**config.mk**
```make
export PLATFORM = sky130hd
export DESIGN_NAME = ram_dump_uart
export DESIGN_NICKNAME = d
export VERILOG_FILES = /design/src/rtl/ram_dump_uart.sv
export SDC_FILE = /design/constraint.sdc
export NUM_CORES = 1
export LEC_CHECK = 0
export CAP_MARGIN = 20
export CORE_MARGIN = 5
export CORE_UTILIZATION = 35
export CTS_BUF_LIST = sky130_fd_sc_hd__clkbuf_16
export DETAILED_ROUTE_END_ITERATION = 8
export GPL_ROUTABILITY_DRIVEN = 0
export PLACE_DENSITY_LB_ADDON = 0.25
export SETUP_SLACK_MARGIN = 0.4
export SLEW_MARGIN = 20
export SYNTH_ARGS = -nofsm -noshare
export SYNTH_HDL_FRONTEND = slang
export SYNTH_SLANG_ARGS = --single-unit
```
**constraint.sdc**
```tcl
create_clock -name clk -period 2.9 [get_ports clk]
set_clock_uncertainty 0.15 [all_clocks]
set_input_delay 0.87 -clock clk [delete_from_list [all_inputs] [get_ports clk]]
set_output_delay 0.87 -clock clk [all_outputs]
set_load 0.005 [all_outputs]
```
**src/rtl/ram_dump_uart.sv**
```systemverilog
// ram_dump_uart: streams a region of data RAM out over a UART 8N1 line.
// Each 16-bit word leaves as two frames, high byte first.
module ram_dump_uart #(
  parameter int ADDR_W       = 19,
  parameter int DATA_W       = 16,
  parameter int CLKS_PER_BIT = 434,
  parameter int RD_LATENCY   = 2
) (
  input  logic              clk,
  input  logic              rst,
  input  logic              start,
  input  logic [ADDR_W-1:0] base_addr,
  input  logic [ADDR_W-1:0] length,
  output logic [ADDR_W-1:0] mem_addr,
  output logic              mem_rd,
  input  logic [DATA_W-1:0] mem_q,
  output logic              tx,
  output logic              busy,
  output logic              done
);

  localparam int CW = (CLKS_PER_BIT > 2) ?
                      $clog2(CLKS_PER_BIT) : 1;

  typedef enum logic [2:0] {
    S_IDLE,
    S_READ,
    S_WAIT,
    S_SEND_HI,
    S_SEND_LO,
    S_FIN
  } state_t;

  state_t state;
  state_t state_n;

  logic [ADDR_W-1:0] addr_r;
  logic [ADDR_W-1:0] remaining_r;
  logic [DATA_W-1:0] word_r;
  logic [2:0]        lat_cnt;
  logic [CW-1:0]     clk_cnt;
  logic [3:0]        bit_idx;

  logic              bit_end;
  logic              frame_end;
  logic              last_word;
  logic              sending;
  logic [7:0]        cur_byte;
  logic [9:0]        frame;

  assign bit_end   = clk_cnt == CW'(CLKS_PER_BIT - 1);
  assign frame_end = bit_end && (bit_idx == 4'd9);
  assign last_word = remaining_r == ADDR_W'(1);

  always_ff @(posedge clk or negedge rst) begin
    if (!rst) state <= S_IDLE;
    else      state <= state_n;
  end

  always_comb begin
    state_n = state;
    unique case (state)
      S_IDLE: begin
        if (start) begin
          if (length == '0) state_n = S_FIN;
          else              state_n = S_READ;
        end
      end
      S_READ: state_n = S_WAIT;
      S_WAIT: begin
        if (lat_cnt == 3'd1) state_n = S_SEND_HI;
      end
      S_SEND_HI: begin
        if (frame_end) state_n = S_SEND_LO;
      end
      S_SEND_LO: begin
        if (frame_end) begin
          if (last_word) state_n = S_FIN;
          else           state_n = S_READ;
        end
      end
      S_FIN:   state_n = S_IDLE;
      default: state_n = S_IDLE;
    endcase
  end

  // Datapath: address/length bookkeeping, read latency, bit timing
  always_ff @(posedge clk or negedge rst) begin
    if (!rst) begin
      addr_r      <= '0;
      remaining_r <= '0;
      word_r      <= '0;
      lat_cnt     <= '0;
      clk_cnt     <= '0;
      bit_idx     <= '0;
    end else begin
      unique case (state)
        S_IDLE: begin
          if (start) begin
            addr_r      <= base_addr;
            remaining_r <= length;
          end
        end
        S_READ: begin
          lat_cnt <= 3'(RD_LATENCY);
          clk_cnt <= '0;
          bit_idx <= '0;
        end
        S_WAIT: begin
          lat_cnt <= lat_cnt - 3'd1;
          if (lat_cnt == 3'd1) word_r <= mem_q;
        end
        S_SEND_HI, S_SEND_LO: begin
          if (bit_end) begin
            clk_cnt <= '0;
            if (bit_idx == 4'd9) bit_idx <= '0;
            else                 bit_idx <= bit_idx + 4'd1;
          end else begin
            clk_cnt <= clk_cnt + CW'(1);
          end
          if (state == S_SEND_LO && frame_end) begin
            addr_r      <= addr_r + ADDR_W'(1);
            remaining_r <= remaining_r - ADDR_W'(1);
          end
        end
        default: ;
      endcase
    end
  end

  // Outputs registered from next state so they line up with it
  always_ff @(posedge clk or negedge rst) begin
    if (!rst) begin
      mem_addr <= '0;
      mem_rd   <= 1'b0;
      busy     <= 1'b0;
      done     <= 1'b0;
    end else begin
      mem_rd <= state_n == S_READ;
      done   <= state_n == S_FIN;
      busy   <= (state_n == S_READ)    ||
                (state_n == S_WAIT)    ||
                (state_n == S_SEND_HI) ||
                (state_n == S_SEND_LO);
      if (state_n == S_READ) begin
        if (state == S_IDLE) mem_addr <= base_addr;
        else                 mem_addr <= addr_r + ADDR_W'(1);
      end
    end
  end

  assign sending = (state == S_SEND_HI) ||
                   (state == S_SEND_LO);

  always_comb begin
    cur_byte = word_r[15:8];
    if (state == S_SEND_LO) cur_byte = word_r[7:0];
    frame = {1'b1, cur_byte, 1'b0};
    tx    = 1'b1;
    if (sending) tx = frame[bit_idx];
  end

endmodule

```
# After elaboration in Yosys (flattened, before gate mapping)
# Index checks and enable logic that the tools add are counted.
# totals
reg_bits	95
inputBits	57
word_cells	72
# op_classes
addsub	5
n_lt_le_gt_ge	1
n_eq_ne	16
mux	24
reduce_logical	15
# op_table
op	count
$mux W19	5
$pmux W19 S2	2
$add A19 B1 Y19 const B	1
$eq A19 B1 Y1 const B	1
$logic_not A19 Y1	1
$sub A19 B1 Y19 const B	1
$mux W3	6
$pmux W9 S2	1
$pmux W3 S5	1
$eq A3 B2 Y1 const B	4
$add A9 B1 Y9 const B	1
$eq A3 B1 Y1 const B	3
$eq A3 B3 Y1 const B	3
$eq A9 B9 Y1 const B	1
$mux W9	1
$mux W4	2
$mux W8	1
$pmux W4 S2	1
$ne A2 B2 Y1 const B	3
$pmux W3 S2	1
$reduce_bool A2 Y1	3
$lt A4 B5 Y1 const B	1
$add A4 B1 Y4 const B	1
$bmux W1 S4	1
9 further kinds	15

# Depth between registers and ports, before layout
# Gate-level depths: netlist (run 1).
# depth
word_depth	8
depth_mapped	9
mapped_depth_nobuf	7

# Least setup slack after synthesis (run 1)
# Ideal clock, no wire load.
# synth_timing
path_type	reg2out
startpoint	register state[1]
endpoint	output tx
t_arrival_ns	1.982
t_required_ns	1.880
path_slack_ns	-0.102
path_stages_with_launch	7
cell_sequence	dfrtp_1 -> nor3b_4 -> buf_2 -> mux4_2 -> mux2i_1 -> nor3_1 -> or4_1
# synth_via
elab_chain_cells	5
word_cells_on_any_way	7
cone_classes	2 x eq/ne; 4 x mux; 1 x reduce/logical
# synth_rtl
item	line	text
from (decl)	34	state_t state;
from (signal assigned)	57	else state <= state_n;
$eq A3 B3 Y1	153, 157	
$mux W8	157	if (state == S_SEND_LO) cur_byte = word_r[7:0];
$bmux W1 S4	160	if (sending) tx = frame[bit_idx];
$mux W1 (not written as such)	160	
$mux W1 *	160	
to (decl)	17	output logic tx,
# Every way passes the cells marked *; elsewhere a longest branch is shown, timed or not. The select of a mux whose other input is x is not followed.

# Worst setup path in the final report (run 1)
# Ends and elaborated chain as after synthesis.

==> results of run 1 <==
## area by class of cell
| cell class | instances | share of cell area |
|---|---|---|
| inverters | 14 | 0.00719 |
| flip-flops and latches | 95 | 0.325 |
| well taps | 216 | 0.0370 |
| clock inverters | 7 | 0.00976 |
| clock buffers | 9 | 0.0308 |
| multi-input cells | 459 | 0.436 |
| repair buffers | 115 | 0.154 |
## report_power, final
part / total (µW) / internal [µW] / switching (µW)
Clock: 1210 / 669 / 543
Sequential: 1340 / 1340 / 5.93
Combinational: 148 / 86.0 / 62.1
Total: 2700 / 2090 / 611
## layout by cell type (no fill, tap or decap), types with 14 or more instances in the layout
cell type / n
clkdlybuf4s50_1: 67
mux2_4: 21
o21ai_0: 58
inv_1: 14
a21oi_1: 35
nand3_1: 17
mux2_2: 18
dfrtp_1: 94
nand2_1: 56
nor2_1: 52
buf_4: 28
## sequential cells by signal, summed over array words and instances (netlist names)
register / count
addr_r: 19
bit_idx: 4
busy: 1
clk_cnt: 9
done: 1
lat_cnt: 3
mem_addr: 19
mem_rd: 1
remaining_r: 19
state: 3
word_r: 16
## what timing repair did
action,CTS,global route
buffers inserted,9,0
pin swaps,7,0
endpoints found under the setup margin,22,23
gates cloned,1,0
resized for setup,27,2
## through the flow
| step | hold WS (ps) | TNS [ps] | cell area [µm²] | total power [µW] |
|---|---|---|---|---|
| 2_1_floorplan | 321 | 0 | 5740 | 1380 |
| 3_3_place_gp | 343 | -690 | 6870 | 1520 |
| 3_5_place_dp | 345 | -1210 | 6870 | 1520 |
| 4_1_cts | 362 | -438 | 7300 | 2740 |
| 5_1_grt | 375 | -536 | 7310 | 2810 |
| 6_report | 360 | -414 | 7310 | 2700 |
## kinds of logic after synthesis
group                    Yosys count  share of synthesized area
XOR/XNOR                          14                     0.0214
multiplexers                      42                     0.0988
AO/OA/AOI/OAI                    180                      0.206
adder cells (fa/ha/maj)            9                     0.0197
flip-flops                        95                      0.415
buffers and inverters             53                     0.0422
AND/OR/NAND/NOR                  214                      0.197
## final timing paths
path                             from            to  cells after the start
min reg2reg                 word_r[6]     word_r[6]                      1
min in group clk            word_r[6]     word_r[6]                      1
max in group asynchronous         rst  mem_addr[14]                      2
max reg2reg                bit_idx[0]   mem_addr[7]                     10
min                               rst   mem_addr[6]                      1
max                          state[1]            tx                      7
## metal layers
layer	share of wire	wire, µm	track usage
met5	0	0	0
met3	0.052	787	0.0254
met2	0.50	7590	0.290
met4	0.013	192	0.0549
met1	0.43	6550	0.206
==> impl_results.md, run 1 <==
* Number of standard cells in the final layout excluding fillers at 915
* Hold_buf cts at 0
* Number of global-route vias before repair at approximately 5k
* Peak supply drop at about 260 µV
* Final hold violations at 0
* Cells after Synth at 607
* Dpl ws at -392 ps
* # rows at between 40 and 50
* Inst Count DP at a little under 900
* Crit path DAT at 2290 ps
* Mapped Nets at 673
* Final WL at 15.1 mm
* Post-synth EDFFs at 0
* Post-synthesis sequential area ratio at 0.415
* Worst Max-Slew Pin Slew at roughly 780 ps
* Max cap viols at 0
* Fin crit share at 1.14
* Top cells by area, synth: dfrtp_1, o21ai_0, mux2_4, mux2_2, nand2_1
* Final setup viols at 1
* Starting density of the core at 0.359
* Number of H-tree levels at 3
* Status: finished with violations
* Total GRT Usage at 0.165
* Yosys warnings at 0
* Post-layout util at 0.458
* Syn Area/Cell at between 9 and 10 µm²
* Core ar. at 15900 µm²
* Ys async rst share at 1.00
* Die area at roughly 19000 µm²
* Area of the multi-input gates at 3180 µm²
* Maximum operating frequency at ~300 MHz
* Post-layout minimum cycle time at around 3300 ps
* First-pass GRT wire length at ~25 mm
* I/O Pins at 80
* Relative slew margins at 0.481
* Via density at 5.41
* Final #Nets at 760
* Die height at ~140 µm
* Clk_lat worst skew at between 300 and 400 ps
* Ant diodes at 0
* Root Buffer: clkbuf_16
* WS Path Type: flip-flop to primary output
* Hpwl dp at 10.5 mm
* CTS tree: yes
* CP delay by family, top: simple AND/OR/NAND/NOR gates
* Netlist cell types at 71
* Total number of vias at between 4k and 5k
* #FFs+latches synth at 95
* Buffers & Inverters on Critical Path at 2
* Clock Tree Buf Depth at 2
* Slew Limit Fails at 0
* Initial DRC Count at roughly 330
* Register Area at 2380 µm²
* Fill count at between 1.5k and 2k
* Total congestion overflow at 0
* WL per Instance at roughly 17 µm
* Failing checks: negative setup slack
* Reg2Reg Setup Slack at roughly 400 ps
* Most common cell in the netlist: dfrtp_1
* Startpoint types: flip-flop
* Drt pass-1 iters at 5
* Slowest stage delay, CP at 500 ps
* CP max FO at 7
* Worst path cell trace: nor3b_4, buf_12, mux2_4, o22ai_2, nor4_1, or4_1, buf_2
* Pwr per Cell Area at around 370 nW/µm²
* ANT nets after route at 0
* Reg clk slew, reported paths at 70 ps
* Worst setup margin at -414 ps
* CP max-delay cell: or4_1
* Static leakage at approximately 0.0030 µW
* CTS sink cnt at 95
* Synth Flop Type: dfrtp_1
* Layout area overhead at 27.6%
* PortBufs at 79
* DRC at 0
* Share of layout cells above drive strength 1 at 0.172
* Antenna violations before repair at 0
* Mapped cell area at around 5700 µm²
* Leading area contributor after synthesis: dfrtp_1
* RSZ-0062 raised after global routing: true
* Largest net degree at the start of global routing at 55
* Synth top area share at 0.415
* Die width at 138 µm
* WP data required at approximately 1900 ps
* CTS buffer count at 9
* Commonest cells post-synth: dfrtp_1, o21ai_0, nand2_1, nor2_1, a21oi_1
* Hold Crit Class: input pin to asynchronous set/reset pin
* Critical Path Sink Type: primary output
No activity file was read; power rests on OpenSTA's default activity.
==> run 2: changes to the inputs <==
--- a/config.mk
+++ b/config.mk
@@ -10,7 +10,6 @@
 export CORE_UTILIZATION = 35
 export CTS_BUF_LIST = sky130_fd_sc_hd__clkbuf_16
 export DETAILED_ROUTE_END_ITERATION = 8
-export GPL_ROUTABILITY_DRIVEN = 0
 export PLACE_DENSITY_LB_ADDON = 0.25
 export SETUP_SLACK_MARGIN = 0.4
 export SLEW_MARGIN = 20
==> results of run 2 <==
No change in the layout: final DEF, timing and power equal those of run 1.
==> run 3: changes to the inputs <==
--- a/config.mk
+++ b/config.mk
@@ -11,6 +11,7 @@
 export CTS_BUF_LIST = sky130_fd_sc_hd__clkbuf_16
 export DETAILED_ROUTE_END_ITERATION = 8
 export PLACE_DENSITY_LB_ADDON = 0.25
+export RECOVER_POWER = 100
 export SETUP_SLACK_MARGIN = 0.4
 export SLEW_MARGIN = 20
 export SYNTH_ARGS = -nofsm -noshare
==> constraint.sdc (replaced) <==
create_clock -name clk -period 3.8 [get_ports clk]
set_clock_uncertainty 0.15 [all_clocks]
set_input_delay 1.14 -clock clk [delete_from_list [all_inputs] [get_ports clk]]
set_output_delay 1.14 -clock clk [all_outputs]
set_load 0.005 [all_outputs]
==> run 3 against run 2 <==
The run ends with max-capacitance violations, max-slew violations left. Register-to-register slack about the same. Critical path depth unchanged. Sequential share of layout area is 1.1 points higher. Routed wire length down 2.7%. Total power decreased by 21%. Combinational power fell by 29%. Critical path type unchanged.
==> impl_results.md, run 3 (synthesis gave the netlist of run 1 again) <==
* Status: finished with violations (unchanged)
* Failing checks: max-capacitance violations, max-slew violations (was negative setup slack)
* Gpl congestion at 0.792 (was 0.812)
* Drt pass-1 iters at 5 (unchanged)
* Hold path depth at 1
* Final setup viols at 0 (was 1)
* Final hold violations at 0 (unchanged)
* Layout area overhead at 23.3% (was 27.6%)
* Total GRT Usage at 0.160 (was 0.165)
* Slew Limit Fails at 86 (was 0)
* Hold_buf cts at 0 (unchanged)
* Reg clk slew, reported paths at 70 ps (about the same)
* Hpwl dp at 10.2 mm (was 10.5 mm)
* Maximum operating frequency at about 280 MHz
* Core ar. at 15900 µm² (unchanged)
* Share of layout cells above drive strength 1 at 0.127 (was 0.172)
* Final #Nets at 739 (was 760)
* RSZ-0062 raised after global routing: true (unchanged)
* Starting density of the core at 0.359 (unchanged)
* Pwr per Cell Area at 300 nW/µm² (was 370 nW/µm²)
* CP max FO at 7 (unchanged)
* Critical Path Sink Type: primary output (unchanged)
* WP data required at 2510 ps (was 1880 ps)
* Static leakage at 0.00292 µW (was 0.00301 µW)
* Number of H-tree levels at 3 (unchanged)
* CTS sink cnt at 95 (unchanged)
* ANT nets after route at 0 (unchanged)
* Crit path DAT at 2340 ps (was 2290 ps)
* Fin crit share at 0.956
* DRC at 0 (unchanged)
* I/O Pins at 80 (unchanged)
* PortBufs at 79 (unchanged)
* Most frequent cells in the layout: dfrtp_1, o21ai_0, nand2_1 (was dfrtp_1, clkdlybuf4s50_1, o21ai_0)
* Peak supply drop at 273 µV (was 262 µV)
* Antenna violations before repair at 0 (unchanged)
* Final TNS setup at 0 ps (was -414 ps)
* Final hold slack at 331 ps (was 360 ps)
* Total congestion overflow at 0 (unchanged)
* Total number of vias at 4906 (was 4948)
* Die width at 138 µm (unchanged)
* Largest net degree at the start of global routing at 86 (was 55)
* Startpoint types: flip-flop (unchanged)
* # rows at 46 (unchanged)
* Max cap viols at 1 (was 0)
* Root Buffer: clkbuf_16 (unchanged)
* Clock Tree Buf Depth at 2 (unchanged)
* First-pass GRT wire length at 24.1 mm (was 24.7 mm)
* Worst Max-Slew Pin Slew at 2180 ps (was 776 ps)
* Ant diodes at 0 (unchanged)
* CTS buffer count at 9 (unchanged)
* Initial DRC Count at 337 (was 328)
* Post-layout minimum cycle time at 3630 ps
* Relative slew margins at -0.457 (was 0.481)
* Die height at 138 µm (unchanged)
* CTS tree: yes (unchanged)
* Clk_lat worst skew at 360 ps (was 350 ps)
* Hold Crit Class: flip-flop to flip-flop (was input pin to asynchronous set/reset pin)
* R2r worst-path depth at 8 (was 10)
* Die area at 19000 µm² (unchanged)
* WL per Instance at 16.5 µm (about the same)
* Number of global-route vias before repair at 4817 (was 4904)
* Commonest non-fill, non-tap cell in the layout: dfrtp_1 (unchanged)
* Final WL at 14.7 mm (was 15.1 mm)
* Biggest regs: addr_r: 19 flops, mem_addr: 19 flops, remaining_r: 19 flops (unchanged)
* Via density at 5.49 (was 5.41)
* WS Path Type: flip-flop to primary output (unchanged)
run 3: timing repair:
item / in CTS / in global routing
resized for setup: 4 / 6
endpoints found under the setup margin: 1 / 1
setup buffers: 2 / 0
pin swaps: 2 / 5
run 3: power breakdown:
part | internal (µW) | switching, µW | total (µW)
Clock | 578 | 414 | 992
Sequential | 1020 | 4.88 | 1020
Combinational | 62.1 | 43.2 | 105
run 3: through the flow:
step | power, µW | area (µm²) | utilization | setup WS, ps | instances
4_1_cts | 2170 | 7080 | 0.444 | 157 | 894
2_1_floorplan | 1060 | 5730 | - | 528 | 607
5_1_grt | 2210 | 7060 | 0.443 | 46.9 | 894
6_report | 2120 | 7060 | 0.443 | 168 | 894
3_5_place_dp | 1150 | 6740 | 0.423 | 103 | 876
3_3_place_gp | 1150 | 6740 | 0.423 | 157 | 876
run 3: final timing paths:
kind	slack, ps	from	endpoint
worst min register to register	330	mem_addr[12]	mem_addr[12]
min in group asynchronous	1250	rst	mem_addr[3]
max in group asynchronous	930	rst	remaining_r[16]
worst max register to register	400	bit_idx[0]	mem_addr[12]
worst max-delay path	170	state[1]	tx
worst min-delay path	330	mem_addr[12]	mem_addr[12]
run 3: worst max-delay path: stages (launching register included):
cell     delay [ps]
dfrtp_1         410
nor3b_4         240
buf_12          150
mux2_2          330
a21oi_2         140
nor4_2           60
or4_4           530
buf_6           130
run 3: per-layer routing:
metal  track usage  vias to the layer above  part of all wire
li1              -                     2372                 -
met1         0.201                     2374              0.44
met2         0.269                      138              0.48
met3        0.0414                       22             0.062
met4        0.0516                        0             0.020
met5             0                        -                 0
run 3: layout make-up:
cell class,count,area [µm²]
fillers,1539,8880
multi-input cells,459,3130
flip-flops and latches,95,2380
repair buffers,94,917
well taps,216,270
clock buffers,9,225
clock inverters,7,93.8
inverters,14,52.6
==> RTL edit 1 (settings of run 1) <==
Encoding of `state_t`: now one-hot (6 bits for 6 states).
--- a/src/rtl/ram_dump_uart.sv
+++ b/src/rtl/ram_dump_uart.sv
@@ -24,9 +24,9 @@
 
-  typedef enum logic [2:0] {
-    S_IDLE,
-    S_READ,
-    S_WAIT,
-    S_SEND_HI,
-    S_SEND_LO,
-    S_FIN
+  typedef enum logic [5:0] {
+    S_IDLE    = 6'b000001,
+    S_READ    = 6'b000010,
+    S_WAIT    = 6'b000100,
+    S_SEND_HI = 6'b001000,
+    S_SEND_LO = 6'b010000,
+    S_FIN     = 6'b100000
   } state_t;
Formal check against the unedited RTL: same outputs for any inputs over 10 cycles, from zero or initial values and one cycle with rst low; not proved beyond that.
==> RTL edit 1 against run 1 <==
Design area increased by 3.9%; synthesized cell count up 0.99%; first-iteration DRC count rose by 26%; wire length is 4.6% higher; sequential cell count up 3; the run still ends with setup timing left; worst setup slack better by 0.084 ns; area after synthesis fell by 1.8%; critical path depth stayed put.
Power is not compared: it rests on default switching activity, and its combinational part moved more than twofold at a synthesized area within 25%.
==> RTL edit 1: results (changes against run 1) <==
- Result of the run: finished with violations (unchanged)
- Violated checks: setup timing (unchanged)
- Drt first-iter violations: 414 (was 328)
- Leading cell types by total area after synthesis: sky130_fd_sc_hd__dfrtp_1 (43%), sky130_fd_sc_hd__o21ai_0 (6.3%), sky130_fd_sc_hd__mux2_2 (4.8%) (was sky130_fd_sc_hd__dfrtp_1 (42%), sky130_fd_sc_hd__o21ai_0 (5.1%), sky130_fd_sc_hd__mux2_4 (5.0%))
- Leakage power: slightly above 3 nW
- Number of nets in the layout: 796 (was 760)
- Routed length on met2: 7.77 mm (was 7.59 mm)
- Worst Setup Slack, final: -0.329 ns (was -0.414 ns)
- Data arrival time of the worst path: 2.21 ns (was 2.29 ns)
- Post-route met1 wirelength: 6.98 mm (was 6.55 mm)
- Count of placed standard cells including taps: 916 (was 889)
- IR drop worst, VDD: roughly 540 uV
- Pin count of the biggest net entering global routing: 48 (was 55)
- DRC violations left: 0 (unchanged)
- Met2 layer usage reported by global route: 0.278 (was 0.290)
- Count of antenna diodes in the layout: 0 (unchanged)
- Detailed-route wire length: 15.8 mm (was 15.1 mm)
- GR Util met3: 0.0213 (was 0.0254)
- Number of different library cells in the post-synthesis netlist: 61 (was 71)
- Reg-to-reg startpoint: remaining_r[12] (was bit_idx[0])
- First-pass GRT wire length: 25.0 mm (was 24.7 mm)
- Commonest cells post-synth: sky130_fd_sc_hd__dfrtp_1 (97), sky130_fd_sc_hd__o21ai_0 (71), sky130_fd_sc_hd__nand2_1 (53) (was sky130_fd_sc_hd__dfrtp_1 (95), sky130_fd_sc_hd__o21ai_0 (58), sky130_fd_sc_hd__nand2_1 (56))
- Post-DR vias/cell: 5.40 (was 5.41)
- Mean instance size in the synthesized netlist: 9.17 um^2 (was 9.43 um^2)
- Fin Setup TNS: -0.329 ns (was -0.414 ns)
- Global routing usage on met1: 0.218 (was 0.206)
- Slew @ Worst Pin: 0.649 ns (was 0.776 ns)
- Register-to-Register Path Depth: 6 (was 10)
- Largest fanout of any net on the critical path: 3 (was 7)
- Post-route insts no fill: 951 (was 915)
- Final setup violation count: 1 (unchanged)
- HPWL after DPL: 10.8 mm (was 10.5 mm)
- GR Util All Layers: 0.167 (was 0.165)
- Number of buffers inserted to repair setup after CTS: 13 (was 9)
- Reg-to-reg critical path endpoint: mem_addr[9] (was mem_addr[7])
## RTL edit 1: how the worst max path moves through the flow
stage / endpoint / slack (ns) / depth (start not counted) / from
final: tx / -0.33 / 7 / state[5]
after CTS: tx / -0.40 / 7 / state[5]
after floorplan: tx / 0.004 / 7 / state[2]
after global placement: tx / -0.36 / 7 / state[5]
after detailed placement: tx / -0.38 / 7 / state[5]
after global routing: tx / -0.43 / 7 / state[5]
## RTL edit 1: worst max-delay path: cells and delay by family (launching register included)
kind	cells	cell delay, ns
DFF	1	0.41
AOI/OAI and AO/OA	2	0.19
buffers and inverters	2	0.31
and+or+nand+nor	3	0.94
## RTL edit 1: stage by stage
step	hold WS [ns]	worst slack [ns]	cell area, um^2	util
final	0.297	-0.329	7600	0.480
after global placement	0.316	-0.355	6930	0.438
after CTS	0.308	-0.402	7400	0.468
after floorplan	0.299	0.00403	5660	-
after detailed placement	0.322	-0.377	6930	0.438
after global routing	0.326	-0.434	7600	0.480
## RTL edit 1: layout make-up
type / instances / share of cell area
clock buffers: 9 / 0.0296
flip-flops and latches: 98 / 0.323
repair buffers: 144 / 0.183
clock inverters: 7 / 0.0110
multi-input cells: 454 / 0.405
well taps: 216 / 0.0356
inverters: 23 / 0.0130
## RTL edit 1: power breakdown
part | leakage [nW] | internal, mW | switching [mW]
sequential | 1.20 | 1.93 | 0.513
combinational | 1.77 | 1.38 | 1.17
clock | 0.148 | 0.746 | 0.546
## RTL edit 1: cell families (layout without fill, tap and decap cells)
family / after synthesis / count (layout) / share of synthesized area
buffers and inverters: 61 / 183 / 0.0470
xor gates and xnor gates: 14 / 14 / 0.0218
AOI/OAI and AO/OA: 187 / 187 / 0.204
and+or+nand+nor: 203 / 203 / 0.180
DFF: 98 / 98 / 0.436
muxes: 41 / 41 / 0.0908
adders and majority gates: 9 / 9 / 0.0200
==> RTL edit 2 (settings of run 1) <==
Without the edit above. The parameter `ADDR_W` goes from 19 to 38.
--- a/src/rtl/ram_dump_uart.sv
+++ b/src/rtl/ram_dump_uart.sv
@@ -3,3 +3,3 @@
 module ram_dump_uart #(
-  parameter int ADDR_W       = 19,
+  parameter int ADDR_W       = 38,
   parameter int DATA_W       = 16,
Interface: changed (resized base_addr, length and mem_addr); port bits go from 80 to 137. The function was not compared with the original's and may differ.
==> RTL edit 2 against run 1 <==
Power is 75% higher; area after synthesis rose by 68%; critical path depth is 1 lower; global-route usage up 3.3 points; first-iteration DRC count rose to 2.5 times the old value; sequential share of layout area decreased by 4.2 points; wire length rose by 110%; the run still ends with setup timing left; sequential cell count up 57; worst setup slack lost 0.10 ns; largest power group is now clock; design area rose by 84%; critical path type unchanged.
==> RTL edit 2: results (changes against run 1) <==
- Result of the run: finished with violations (unchanged)
- Violated checks: setup timing (unchanged)
- Layout filler cell count: 2,563 (was 1,504)
- Seq area share: 0.283 (was 0.325)
- Power of the sequential group: 2.16 mW (was 1.34 mW)
- Number of nets in the layout: 1,423 (was 760)
- Cell Rows: 60 (was 46)
- Resize count post-CTS: 69 (was 27)
- Number of non-clock inverters in the layout: 26 (was 14)
- Count of placed standard cells including taps: 1,610 (was 889)
- Leading registers by flop count: addr_r x38, mem_addr x38, remaining_r x38 (was addr_r x19, mem_addr x19, remaining_r x19)
- Slew @ Worst Pin: 0.647 ns (was 0.776 ns)
- Non-clock buffers: 288 (was 115)
- Pin count of the biggest net entering global routing: 65 (was 55)
- Fin Setup TNS: -0.808 ns (was -0.414 ns)
- H-tree levels: 4 (was 3)
- Worst setup slack before clock tree synthesis: -0.830 ns (was -0.392 ns)
- GR Util All Layers: 0.198 (was 0.165)
- Cell Area, Placed: 12,100 um^2 (was 6870 um^2)
- Leakage power: 5.36 nW (was 3.01 nW)
- Final setup violation count: 16 (was 1)
- Area taken by flip-flops and latches: 3800 um^2 (was 2380 um^2)
- Sw Share: 0.249 (was 0.226)
- Fraction of the mapped netlist area in compound gates: 0.226 (was 0.206)
- First-pass GRT wire length: 49.8 mm (was 24.7 mm)
- IR drop worst, VDD: 262 uV (about the same)
- Seq/Total Area, Yosys: 0.396 (was 0.415)
- Share of synthesized cell area in full adder, half adder and majority cells: 0.0117 (was 0.0197)
- Vias in the first global route: 9,131 (was 4,904)
- Data arrival time of the worst path: 2.39 ns (was 2.29 ns)
- Worst Setup Slack, final: -0.514 ns (was -0.414 ns)
==> RTL edit 2: worst paths after layout <==
kind | from | endpoint | slack, ns
worst max-delay path | state[1] | tx | -0.51
min in group clk | mem_addr[31] | mem_addr[31] | 0.35
worst min-delay path | rst | mem_addr[36] | 0.20
max in group asynchronous | rst | state[2] | 1.73
worst max register to register | remaining_r[19] | mem_addr[24] | -0.04
worst min register to register | mem_addr[31] | mem_addr[31] | 0.35
==> RTL edit 2: critical path: stages, from the launching register on <==
cell	delay, ns
sky130_fd_sc_hd__dfrtp_1	0.38
sky130_fd_sc_hd__or3b_4	0.46
sky130_fd_sc_hd__mux4_2	0.44
sky130_fd_sc_hd__mux2i_1	0.15
sky130_fd_sc_hd__a221oi_1	0.10
sky130_fd_sc_hd__or3_1	0.31
sky130_fd_sc_hd__buf_2	0.13
==> RTL edit 2: per-layer routing <==
metal,vias up,GRT usage,wire (um)
li1,4621,-,-
met1,4628,0.272,14500
met2,328,0.333,15400
met3,33,0.0252,1580
met4,0,0.0471,529
met5,-,0,0
